--- src/rtl/fadd_arbiter.sv ---
// -----------------------------------------------------------------------------
// fadd_arbiter
//   Shares one combinational single-precision fadd between two requesters.
//   Requests are arbitrated round-robin with a valid/ready handshake. A subtract
//   request is turned into an add by flipping the sign bit of operand t. The
//   granted operands are registered (entry 0) and fed to the shared fadd. The
//   fadd result is captured into a chain of result registers (entries
//   1..LATENCY-1). The last entry drives a single tagged response channel. The
//   whole pipeline stalls as one unit under response backpressure.
//
// Parameters:
//   LATENCY        number of pipeline entries, legal range 2..4
//
// Ports:
//   clk, rst       clock and synchronous active-high reset
//   reqN_valid     requester N presents an operation (N = 0, 1)
//   reqN_ready     requester N's operation is accepted this cycle
//   reqN_sub       1 = s - t, 0 = s + t
//   reqN_s/reqN_t  IEEE754 single-precision operands
//   fadd_s/fadd_t  registered operands to the shared fadd (t sign-adjusted)
//   fadd_d         fadd result
//   fadd_overflow  fadd overflow flag
//   resp_valid     result available on resp_*
//   resp_ready     consumer accepts the result
//   resp_id        index of the requester that issued the result
//   resp_d         result value
//   resp_overflow  overflow flag of the result
//   busy           at least one pipeline entry holds a valid operation
// -----------------------------------------------------------------------------
module fadd_arbiter #(
    parameter int LATENCY = 2
) (
    input  logic        clk,
    input  logic        rst,
    input  logic        req0_valid,
    output logic        req0_ready,
    input  logic        req0_sub,
    input  logic [31:0] req0_s,
    input  logic [31:0] req0_t,
    input  logic        req1_valid,
    output logic        req1_ready,
    input  logic        req1_sub,
    input  logic [31:0] req1_s,
    input  logic [31:0] req1_t,
    output logic [31:0] fadd_s,
    output logic [31:0] fadd_t,
    input  logic [31:0] fadd_d,
    input  logic        fadd_overflow,
    output logic        resp_valid,
    input  logic        resp_ready,
    output logic        resp_id,
    output logic [31:0] resp_d,
    output logic        resp_overflow,
    output logic        busy
);

    localparam int LAST = LATENCY - 1;

    // Entry 0: registered operands feeding the shared fadd
    logic        r_v0;
    logic        r_id0;
    logic [31:0] r_s0;
    logic [31:0] r_t0;

    // Entries 1..LAST: registered fadd results
    logic        r_v   [1:LAST];
    logic        r_id  [1:LAST];
    logic [31:0] r_d   [1:LAST];
    logic        r_ovf [1:LAST];

    // Requester granted most recently; reset to 1 so req0 wins first contention
    logic        r_last;

    logic        w_advance;
    logic        w_grant;
    logic        w_accept;
    logic        w_sub;
    logic [31:0] w_s;
    logic [31:0] w_t;
    logic        w_any_v;

    // The pipeline only moves when the output entry is empty or being consumed
    assign w_advance = ~r_v[LAST] | resp_ready;
    assign w_accept  = w_advance & (req0_valid | req1_valid);

    // Round-robin grant: a lone requester always wins, contention alternates
    always_comb begin
        w_grant = 1'b0;
        if (req0_valid && req1_valid) begin
            w_grant = ~r_last;
        end else if (req1_valid) begin
            w_grant = 1'b1;
        end else begin
            w_grant = 1'b0;
        end
    end

    // Operand mux for the granted requester
    always_comb begin
        w_sub = 1'b0;
        w_s   = 32'h0000_0000;
        w_t   = 32'h0000_0000;
        if (w_grant) begin
            w_sub = req1_sub;
            w_s   = req1_s;
            w_t   = req1_t;
        end else begin
            w_sub = req0_sub;
            w_s   = req0_s;
            w_t   = req0_t;
        end
    end

    // Ready is only ever raised for the requester that actually wins the grant
    assign req0_ready = w_advance & req0_valid & (w_grant == 1'b0);
    assign req1_ready = w_advance & req1_valid & (w_grant == 1'b1);

    // OR of every entry valid bit
    always_comb begin
        w_any_v = r_v0;
        for (int k = 1; k <= LAST; k++) begin
            w_any_v = w_any_v | r_v[k];
        end
    end

    // Pipeline state: accept into entry 0, shift results toward the output
    always_ff @(posedge clk) begin
        if (rst) begin
            r_v0   <= 1'b0;
            r_id0  <= 1'b0;
            r_s0   <= 32'h0000_0000;
            r_t0   <= 32'h0000_0000;
            r_last <= 1'b1;
            for (int k = 1; k <= LAST; k++) begin
                r_v[k]   <= 1'b0;
                r_id[k]  <= 1'b0;
                r_d[k]   <= 32'h0000_0000;
                r_ovf[k] <= 1'b0;
            end
        end else if (w_advance) begin
            if (w_accept) begin
                r_v0   <= 1'b1;
                r_id0  <= w_grant;
                r_s0   <= w_s;
                // Subtraction becomes addition with t negated (sign bit only)
                r_t0   <= w_t ^ {w_sub, 31'h0000_0000};
                r_last <= w_grant;
            end else begin
                r_v0   <= 1'b0;
            end
            r_v[1]   <= r_v0;
            r_id[1]  <= r_id0;
            r_d[1]   <= fadd_d;
            r_ovf[1] <= fadd_overflow;
            for (int k = 2; k <= LAST; k++) begin
                r_v[k]   <= r_v[k-1];
                r_id[k]  <= r_id[k-1];
                r_d[k]   <= r_d[k-1];
                r_ovf[k] <= r_ovf[k-1];
            end
        end
    end

    assign fadd_s        = r_s0;
    assign fadd_t        = r_t0;
    assign resp_valid    = r_v[LAST];
    assign resp_id       = r_id[LAST];
    assign resp_d        = r_d[LAST];
    assign resp_overflow = r_ovf[LAST];
    assign busy          = w_any_v;

endmodule

--- config.mk ---
export PLATFORM = sky130hd
export DESIGN_NAME = fadd_arbiter
export DESIGN_NICKNAME = d
export VERILOG_FILES = /design/src/rtl/fadd_arbiter.sv
export SDC_FILE = /design/constraint.sdc
export NUM_CORES = 1
export LEC_CHECK = 0
export CORE_MARGIN = 4
export CORE_UTILIZATION = 46
export CTS_CLUSTER_SIZE = 25
export DETAILED_ROUTE_END_ITERATION = 8
export DONT_BUFFER_PORTS = 1
export PLACE_DENSITY_LB_ADDON = 0.15
export SLEW_MARGIN = 25
export SYNTH_ARGS = -nofsm -noshare
export SYNTH_HDL_FRONTEND = slang
export SYNTH_SLANG_ARGS = --single-unit
--- constraint.sdc ---
create_clock -name clk -period 2.89 [get_ports clk]
set_input_delay 0.578 -clock clk [delete_from_list [all_inputs] [get_ports clk]]
set_output_delay 0.578 -clock clk [all_outputs]
set_load 0.02 [all_outputs]
; Word-level counts from Yosys, hierarchy flattened
; Memory sizes are Yosys's and may differ from the RTL's.
; Cells that the tools add are included.
[totals]
reg_bits = 67
latchBits = 0
ram_bits = 35
mem_bits_ro = 0
output_inout_bits = 102
n_memories = 4
[classes]
addsub = 0
mul = 0
n_div = 0
n_lt_le_gt_ge = 0
n_eq_ne = 0
n_shift = 0
muxes = 15
bitwise_logic = 16
n_reduce_logical = 2
[memory_table]
columns = memory, depth, word_bits, read_ports, rd_clocked_by_memory_dff, wr, line
row1 = r_d, 1, 32, 1, 0, 1, 68  ; logic [31:0] r_d [1:LAST];
row2 = r_id, 1, 1, 1, 0, 1, 67  ; logic r_id [1:LAST];
row3 = r_ovf, 1, 1, 1, 0, 1, 69  ; logic r_ovf [1:LAST];
row4 = r_v, 1, 1, 1, 0, 1, 66  ; logic r_v [1:LAST];
[op_table]
columns = op, count
row1 = $mux W32, 3
row2 = $xor A32 B32 Y32, 1
row3 = $mux W1, 12
row4 = $or A1 B1 Y1, 7
row5 = $and A1 B1 Y1, 5
row6 = $not A1 Y1, 3
row7 = $reduce_and A2 Y1, 1
row8 = $logic_and A1 B1 Y1, 1

; Depth between registers and ports, before layout
; Gate-level depths: netlist of run 1.
[logic_depth]
depth_word = 6
mapped_depth = 5
mapped_depth_nobuf = 3

; Least setup slack after synthesis of run 1
; Ideal clock, no wire load.
[synth_timing]
path_kind = input-to-reg
start = input port rst
end = memory r_d[1][0], enable pin
setup_ns = 0.498
t_arrival_ns = 1.466
path_slack_ns = 0.926
stages = 3
path_buffers = 1
path_cell_list = inv_1 clkbuf_1 nand2_1
[synth_between]
elab_chain_cells = 3
elab_cells_between_ends = 5
[synth_rtl]
columns = element, line
row1 = start: declaration, 34  ; input logic rst,
row2 = $mux W1, 128  ; if (rst) begin
row3 = $mux W1 (on tied branches), "137, 153"
row4 = $or A1 B1 Y1 (no source line) (*), --
row5 = end: declaration, 68
; Mark *: on every way between the ends. The rest lies on a longest branch, timed or not.

; Final worst setup path of run 1
[layout_timing]
start = register r_last
end = output port req1_ready
[layout_between]
elab_chain_cells = 3
[layout_rtl]
columns = element, line
row1 = start: declaration, 72  ; logic r_last;
row2 = start signal: assignment, 147  ; r_last <= w_grant;
row3 = $not A1 Y1, 90  ; w_grant = ~r_last;
row4 = $mux W1, 89  ; if (req0_valid && req1_valid) begin
row5 = $and A1 B1 Y1, 116  ; assign req1_ready = w_advance & req1_valid & (w_grant == 1'b1);
row6 = end: declaration, 41  ; output logic req1_ready,
; No other way between the ends.

==> impl_metrics.tcl, run 1 <==
set metrics [dict create \
    status "complete, no violations" \
    antenna_found_initial 0 \
    finalCritPeriodShare 0.752 \
    r2r_start "r_last" \
    ys_ff_latch 102 \
    die_area_sq_um 11700 \
    hp-start "rst" \
    io_pins 270 \
    avgSynthCellArea_sq_um 11.6 \
    cts_tree "yes" \
    clockBufferDepth 2 \
    final_core_util 0.493 \
    worstPathRequired_ns 2.31 \
    slew_viol_final 0 \
    area_growth_pct 4.41 \
    ys_top_cells_by_area "dfxtp_1, edfxtp_1, mux2i_1" \
    synth.net_count 563 \
    hold_path_depth 1 \
    start_kind "register" \
    final_common_cell "dfxtp_1" \
    portBuffers 0 \
    grt_max_degree 67 \
    period_minus_slack_ns 2.17 \
    grt_setup_unrepaired "false" \
    fin_cells 510 \
    coreArea_sq_um 9730 \
    post-cts-setup-buffer-count 0 \
    end_kind "output pin" \
    leakage_uw 0.00185 \
    finalWirelength_um 11700 \
    cap_violations 0 \
    yosys.area.top_type_share 0.292 \
    vdd_drop_max_uv 253 \
    row_count 36 \
    rrSetupSlack_ns 1.07 \
    clock_latency_ns 0.36 \
    start_util 0.472 \
    grt_pass1_vias 3208 \
    drt_pass1_iterations 4 \
    clock-sinks 102 \
    clock_skew_ns 0.00538 \
    clk_pin_slew_ns 0.10 \
    cp_data_arrival_time_ns 1.59 \
    max_freq_ghz 0.460 \
    worstMarginPinSlew_ns 0.650 \
    setup_violations 0 \
    synth_cells 395 \
    crit_path_max_fanout 13 \
    hold_path.class "primary input to register" \
    cts_hold_buf 0 \
    ctsHtreeMaxLevel 3 \
    synth_area_sq_um 4600 \
    final.setup.tns_ns 0 \
    ctsRootBufferMaster "clkbuf_8" \
    num_antenna_cells 0 \
    post_route_cells_drive_above_1_share 0.172 \
    viasPerCell 5.96 \
    routabilityCongestion 0.746 \
    yosys_warnings 0 \
    stdcell_area_sq_um 4800 \
    ys_seq_area_frac 0.521 \
    synthDistinctLibCells 25 \
    antenna_left 0 \
    drc 0 \
    final_cell_mix "dfxtp_1, a21oi_1, mux2i_1" \
    dp.cells 494 \
    r2r_end "fadd_t[8]" \
    fp.dieH_um 108 \
    num_vias 3039 \
    yosys.area.top_type "dfxtp_1" \
    dp_hpwl_um 8200 \
    wl_per_cell_um 22.9 \
    worst_hold_path.endpoint "fadd_s[16]" \
    relSlewSlack 0.567 \
    grt_pass1_wl_um 17300 \
    grt_use_total 0.192 \
    hold_violations 0 \
    p_per_area_nw_per_um2 636 \
    drt-initial-drc-count 123 \
    placed_area_sq_um 4620 \
    path_class "register to output pin" \
    worst-r2r-cell-count 4 \
    cts_resized 0 \
    fin_nets 540 \
    die_w_um 108 \
    cts_made_buffers 9 \
    overflow 0 \
]
## metal layers
metal  global-route usage  vias up  share of wire
met4               0.0812        0          0.017
met3               0.0603       15          0.091
met5                    0        -              0
li1                     -     1447              -
met2                0.346      158           0.52
met1                0.206     1419           0.37
## worst max-delay path, cell delays in order, from the launching register on
cell and delay (ns):
dfxtp_1 0.35, a21boi_4 0.49, nand2_1 0.18, inv_1 0.21
## cells in the mapped netlist
| library cell | n |
|---|---|
| inv_1 | 2 |
| buf_1 | 1 |
| nand3_1 | 1 |
| or2_2 | 2 |
| buf_4 | 2 |
| a21oi_1 | 66 |
| and3_1 | 36 |
| buf_6 | 2 |
| a211oi_1 | 26 |
| xor2_1 | 2 |
| nor2_1 | 2 |
| mux2i_1 | 64 |
| buf_8 | 3 |
| nor2b_1 | 1 |
| dfxtp_1 | 67 |
| buf_2 | 11 |
| o22ai_1 | 1 |
| nand2_1 | 6 |
| o21ai_0 | 2 |
| nand2b_2 | 1 |
| edfxtp_1 | 35 |
| a211oi_2 | 37 |
| clkbuf_1 | 23 |
| nor2_2 | 1 |
| a21boi_2 | 1 |
## power breakdown
part,internal (uW),switching (uW)
Clock,319,498
Combinational,165,205
Sequential,1620,244
Total,2100,947
## layout make-up
class | instances | area [sq um]
Clock buffer | 10 | 128
Clock inverter | 6 | 46.3
Fill cell | 900 | 4930
Inverter | 2 | 7.51
Multi-Input combinational cell | 249 | 1990
Sequential cell | 102 | 2390
Tap cell | 133 | 166
Timing Repair Buffer | 8 | 72.6
## registers in the layout, summed over array words and instances, names as in the netlist
| name | count |
|---|---|
| fadd_s | 32 |
| fadd_t | 32 |
| r_d | 32 |
| r_id | 1 |
| r_id0 | 1 |
| r_last | 1 |
| r_ovf | 1 |
| r_v | 1 |
| r_v0 | 1 |
## stage by stage
stage                     power, uW  setup WS (ns)  hold WS, ns
final                          3050          0.718        0.288
after global placement         2270          0.845        0.456
after floorplan                2210          0.926        0.440
after CTS                      3090          0.658        0.256
after detailed placement       2280          0.800        0.459
after global routing           3190          0.577        0.262
## kinds of logic after synthesis
kind of cell,count (synthesis),share of synthesized area
AO/OA/AOI/OAI,133,0.221
flip-flops,102,0.521
multiplexers,64,0.139
AND/OR/NAND/NOR,50,0.0640
buffers and inverters,44,0.0512
XOR/XNOR,2,0.00381
## how the worst max path moves through the flow
| stage | from | to | depth (start not counted) |
|---|---|---|---|
| 3_5_place_dp | req1_valid | fadd_s[1] | 4 |
| 6_report | r_last | req1_ready | 3 |
| 5_1_grt | r_last | req1_ready | 3 |
| 4_1_cts | r_last | req1_ready | 3 |
| 2_1_floorplan | rst | r_d[1][0] | 3 |
| 3_3_place_gp | req1_valid | fadd_s[1] | 4 |
Note: power is estimated with default switching activity, not from simulation.
==> inputs of run 2 (changes only) <==
==> constraint.sdc (replaced) <==
create_clock -name clk -period 2 [get_ports clk]
set_input_delay 0.4 -clock clk [delete_from_list [all_inputs] [get_ports clk]]
set_output_delay 0.4 -clock clk [all_outputs]
set_load 0.02 [all_outputs]
==> run 2 against run 1 <==
Routed wire length shrank 4.2%; clock skew grew 0.0016 ns; hold slack lost 0.19 ns; critical endpoint unchanged; utilization grew 1.2 points; cell count grew 0.78%; non-clock buffer count grew 4; final area grew 2.4%; die area is the same; sequential power grew 45%; worst setup slack lost 0.62 ns.
==> impl_metrics.tcl, run 2 (synthesis gave the netlist of run 1 again) <==
set metrics [dict create \
    wl_per_cell_um 21.8 \
    swShare 0.306 \
    io_pins 270 \
    fin_nets 544 \
    r2r_start "r_v[1]" \
    p_per_area_nw_per_um2 940 \
    cp_data_arrival_time_ns 1.50 \
    fill_cells 889 \
    p_comb_frac 0.121 \
    hold_path.class "primary input to register" \
    row_count 36 \
    grt_pass1_wl_um 16000 \
    worst_hold_path.endpoint "fadd_s[17]" \
    final_core_util 0.505 \
    status "complete, no violations" \
    cts_resized 0 \
    power.net_switching_uw 1410 \
    drt-initial-drc-count 162 \
    final_cell_mix "dfxtp_1, a21oi_1, mux2i_1" \
    p_int_uw 3210 \
    power.share.sequential 0.583 \
    grt_use_total 0.177 \
    overflow 0 \
    worstPathRequired_ns 1.60 \
    path_class "register to output pin" \
    clock-sinks 102 \
    slew_viol_final 0 \
    crit_path_max_fanout 35 \
    antenna_left 0 \
    routabilityCongestion 0.743 \
    antenna_found_initial 0 \
    die_area_sq_um 11700 \
    worst-r2r-cell-count 3 \
    portBuffers 0 \
    dp_slack_ns 0.392 \
    hold_path_depth 1 \
    viasPerCell 5.94 \
    hp-start "rst" \
    end_kind "output pin" \
    fin_cells 514 \
    setup_violations 0 \
    hold_violations 0 \
    final_common_cell "dfxtp_1" \
    post-cts-setup-buffer-count 0 \
    num_antenna_cells 0 \
    clockBufferDepth 2 \
    drt_pass1_iterations 4 \
    area_growth_pct 6.89 \
    r2r_end "r_d[1][6]" \
    drc 0 \
    finalWirelength_um 11200 \
    finalCritPeriodShare 0.951 \
    vdd_drop_max_uv 351 \
    start_kind "register" \
    clock_latency_ns 0.37 \
    dp_hpwl_um 7980 \
    leakage_uw 0.00191 \
    final.setup.tns_ns 0 \
    die_w_um 108 \
    num_vias 3054 \
    coreArea_sq_um 9730 \
    fin_ws_ns 0.0987 \
    fp.dieH_um 108 \
    start_util 0.472 \
    grt_setup_unrepaired "false" \
    relSlewSlack 0.726 \
    cts_hold_buf 0 \
    worstMarginPinSlew_ns 0.410 \
    dp.cells 498 \
    clk_pin_slew_ns 0.11 \
    rrSetupSlack_ns 0.39 \
    ctsHtreeMaxLevel 3 \
    cts_made_buffers 9 \
    cap_violations 0 \
    setup.worst_path.start "r_last" \
    post_route_cells_drive_above_1_share 0.184 \
    ctsRootBufferMaster "clkbuf_8" \
    grt_pass1_vias 2983 \
    max_freq_ghz 0.526 \
    grt_max_degree 71 \
    period_minus_slack_ns 1.90 \
    clock_skew_ns 0.00695 \
    clkPwrFrac 0.296 \
    cts_tree "yes" \
]
==> run 2: cell count changes in the layout (fill, tap and decap cells not counted), sizes merged <==
cell      before  now
buf            8   12
clkinvlp       3    0
inv            4    7
bufinv         0    1
clkbuf        10    9
==> run 2: final cells by class <==
| cell class | instances | area (sq um) | share of cell area |
|---|---|---|---|
| Sequential cell | 102 | 2390 | 0.487 |
| Multi-Input combinational cell | 249 | 1990 | 0.404 |
| Tap cell | 133 | 166 | 0.0339 |
| Timing Repair Buffer | 12 | 153 | 0.0311 |
| Clock buffer | 9 | 124 | 0.0252 |
| Clock inverter | 7 | 83.8 | 0.0171 |
| Inverter | 2 | 7.51 | 0.00153 |
==> run 2: worst max-delay path by stage <==
stage	end	slack, ns
2_1_floorplan	r_d[1][0]	0.10
3_3_place_gp	req1_ready	0.43
3_5_place_dp	req1_ready	0.39
4_1_cts	req1_ready	0.06
5_1_grt	req1_ready	0.005
6_report	req1_ready	0.1
==> run 2: power groups by stage <==
stage               Combinational, uW  Sequential (uW)  Clock (uW)
floorplan                         500             2690           0
global placement                  555             2750           0
detailed placement                568             2750           0
CTS                               568             2700        1410
global route                      619             2710        1470
finish                            560             2690        1370
==> run 2: per-layer routing <==
| layer | global-route usage | up-vias | part of all wire |
|---|---|---|---|
| met5 | 0 | - | 0 |
| met4 | 0.0775 | 0 | 0.018 |
| met3 | 0.0513 | 18 | 0.089 |
| met2 | 0.308 | 164 | 0.51 |
| met1 | 0.202 | 1423 | 0.39 |
| li1 | - | 1449 | - |
==> run 2: stage by stage <==
step	hold WS [ns]	area, sq um	total power (uW)
finish	0.0978	4910	4620
global route	0.0703	4910	4810
CTS	0.0658	4910	4680
detailed placement	0.465	4700	3310
global placement	0.450	4700	3300
floorplan	0.440	4600	3190
==> run 2: critical path: stages (launching register included) <==
cell	delay, ns
dfxtp_1	0.36
a21boi_4	0.21
buf_12	0.26
nand2_1	0.13
inv_1	0.18
==> inputs of run 3 (changes only) <==
--- a/config.mk
+++ b/config.mk
@@ -10,7 +10,7 @@
 export CTS_CLUSTER_SIZE = 25
 export DETAILED_ROUTE_END_ITERATION = 8
 export DONT_BUFFER_PORTS = 1
-export PLACE_DENSITY_LB_ADDON = 0.15
+export PLACE_DENSITY = 0.59
 export SLEW_MARGIN = 25
 export SYNTH_ARGS = -nofsm -noshare
 export SYNTH_HDL_FRONTEND = slang
==> constraint.sdc (replaced) <==
create_clock -name clk -period 1.9 [get_ports clk]
set_input_delay 0.38 -clock clk [delete_from_list [all_inputs] [get_ports clk]]
set_output_delay 0.38 -clock clk [all_outputs]
set_load 0.02 [all_outputs]
==> run 3 against run 2 <==
Critical path depth stayed put; sequential cell count did not move; sequential share of layout area decreased by 0.54 points; first-iteration DRC count is 24% lower; highest routed layer unchanged.
==> impl_metrics.tcl, run 3 (synthesis gave the netlist of run 1 again) <==
set metrics [dict create \
    status "complete, no violations" \
    antenna_left 0 \
    antenna_found_initial 0 \
    relSlewSlack 0.532 \
    slew_viol_final 0 \
    hold_violations 0 \
    wl_per_cell_um 23.3 \
    end_kind "output pin" \
    coreArea_sq_um 9730 \
    portBuffers 0 \
    fin_ws_ns 0.100 \
    die_area_sq_um 11700 \
    num_antenna_cells 0 \
    crit_chain "nand2b_2 -> nand2_1 -> nor2_1 -> buf_4" \
    grt_pass1_wl_um 17000 \
    start_kind "register" \
    clk_pin_slew_ns 0.10 \
    io_pins 270 \
    grt_use_total 0.190 \
    grt_pass1_vias 3126 \
    r2r_start "r_last" \
    hold_path_depth 1 \
    final_cell_mix "dfxtp_1, a21oi_1, mux2i_1" \
    num_vias 3098 \
    clockBufferDepth 2 \
    row_count 36 \
    crit_path_max_fanout 12 \
    final_core_util 0.511 \
    cp_num_buf_inv 1 \
    hp-start "rst" \
    area_growth_pct 8.09 \
    dp.cells 498 \
    worst-r2r-cell-count 5 \
    final.setup.tns_ns 0 \
    leakage_uw 0.00194 \
    hold_path.class "primary input to register" \
    vdd_drop_max_uv 386 \
    period_minus_slack_ns 1.80 \
    routabilityCongestion 0.698 \
    crit_path_max_incr_delay_ns 0.45 \
    p_per_area_nw_per_um2 962 \
    start_util 0.472 \
    cts_tree "yes" \
    ctsHtreeMaxLevel 3 \
    viasPerCell 5.99 \
    dp_slack_ns 0.277 \
    worstPathRequired_ns 1.52 \
    crit_slowest_cell "edfxtp_1" \
    finalWirelength_um 12000 \
    cts_hold_buf 0 \
    grt_setup_unrepaired "false" \
    power.total_uw 4780 \
    clock_skew_ns 0.00932 \
    rrSetupSlack_ns 0.36 \
    grt_max_degree 67 \
    cap_violations 0 \
    fin_nets 547 \
    ctsRootBufferMaster "clkbuf_8" \
    worst_hold_path.endpoint "fadd_s[16]" \
    dp_hpwl_um 8050 \
    max_freq_ghz 0.556 \
    r2r_end "fadd_s[6]" \
    clock_latency_ns 0.37 \
    post_route_cells_drive_above_1_share 0.190 \
    cp_top_family "simple AND/OR/NAND/NOR gates" \
    setup_violations 0 \
    cp_data_arrival_time_ns 1.42 \
    drt_pass1_iterations 4 \
    cts_made_buffers 9 \
    finalCritPeriodShare 0.947 \
    path_class "register to output pin" \
    drt-initial-drc-count 123 \
    fin_cells 517 \
    fp.dieH_um 108 \
    overflow 0 \
    die_w_um 108 \
    final_common_cell "dfxtp_1" \
    drc 0 \
    worstMarginPinSlew_ns 0.702 \
    clock-sinks 102 \
]
## run 3: cell count changes in the layout (fill, tap and decap cells not counted), sizes merged
| cell | change |
|---|---|
| clkinvlp | +2 |
| bufinv | -1 |
| clkbuf | +1 |
| clkinv | +1 |
| buf | +1 |
| bufbuf | +1 |
| inv | -2 |
## run 3: repair_timing
item / CTS / global route
gates cloned: 1 / 1
setup endpoints to repair: 1 / 1
gates resized for setup: 0 / 0
pin swaps: 0 / 1
buffers inserted: 0 / 1
## run 3: power by group
part | internal, uW | switching [uW]
sequential | 2460 | 371
combinational | 293 | 336
clock | 508 | 807
total | 3260 | 1510
## run 3: worst max path at each step
stage,end,startpoint,cells past startpoint,slack (ns)
floorplan,r_d[1][0],r_v[1],2,0.002
CTS,req1_ready,r_last,4,0.01
finish,req0_ready,r_v[1],4,0.10
detailed placement,fadd_t[8],req1_valid,5,0.28
global placement,fadd_t[10],req1_valid,5,0.33
global route,req0_ready,r_v[1],4,0.003
## run 3: final cells by class
class                           instances  area (sq um)
Clock buffer                            9           124
Tap cell                              133           166
Clock inverter                          7          66.3
Timing Repair Buffer                   15           230
Fill cell                             900          4760
Multi-Input combinational cell        249          1980
Inverter                                2          7.51
Sequential cell                       102          2390
## run 3: worst register-to-register path, cell delays in order (launching register included)
cell and delay [ns]:
dfxtp_1 0.36, a21boi_4 0.19, buf_4 0.16, bufbuf_16 0.35
mux2i_1 0.27, a211oi_2 0.09
## run 3: per-stage QoR
step	instance area, sq um	hold WS (ns)
2_1_floorplan	4600	0.440
3_3_place_gp	4710	0.454
3_5_place_dp	4710	0.465
4_1_cts	4930	0.0553
5_1_grt	4970	0.0456
6_report	4970	0.0811
## run 3: layer usage
metal,vias up,global-route usage,part of all wire
li1,1461,-,-
met2,174,0.323,0.49
met3,19,0.0716,0.092
met4,0,0.0721,0.019
met5,-,0,0
met1,1444,0.218,0.40
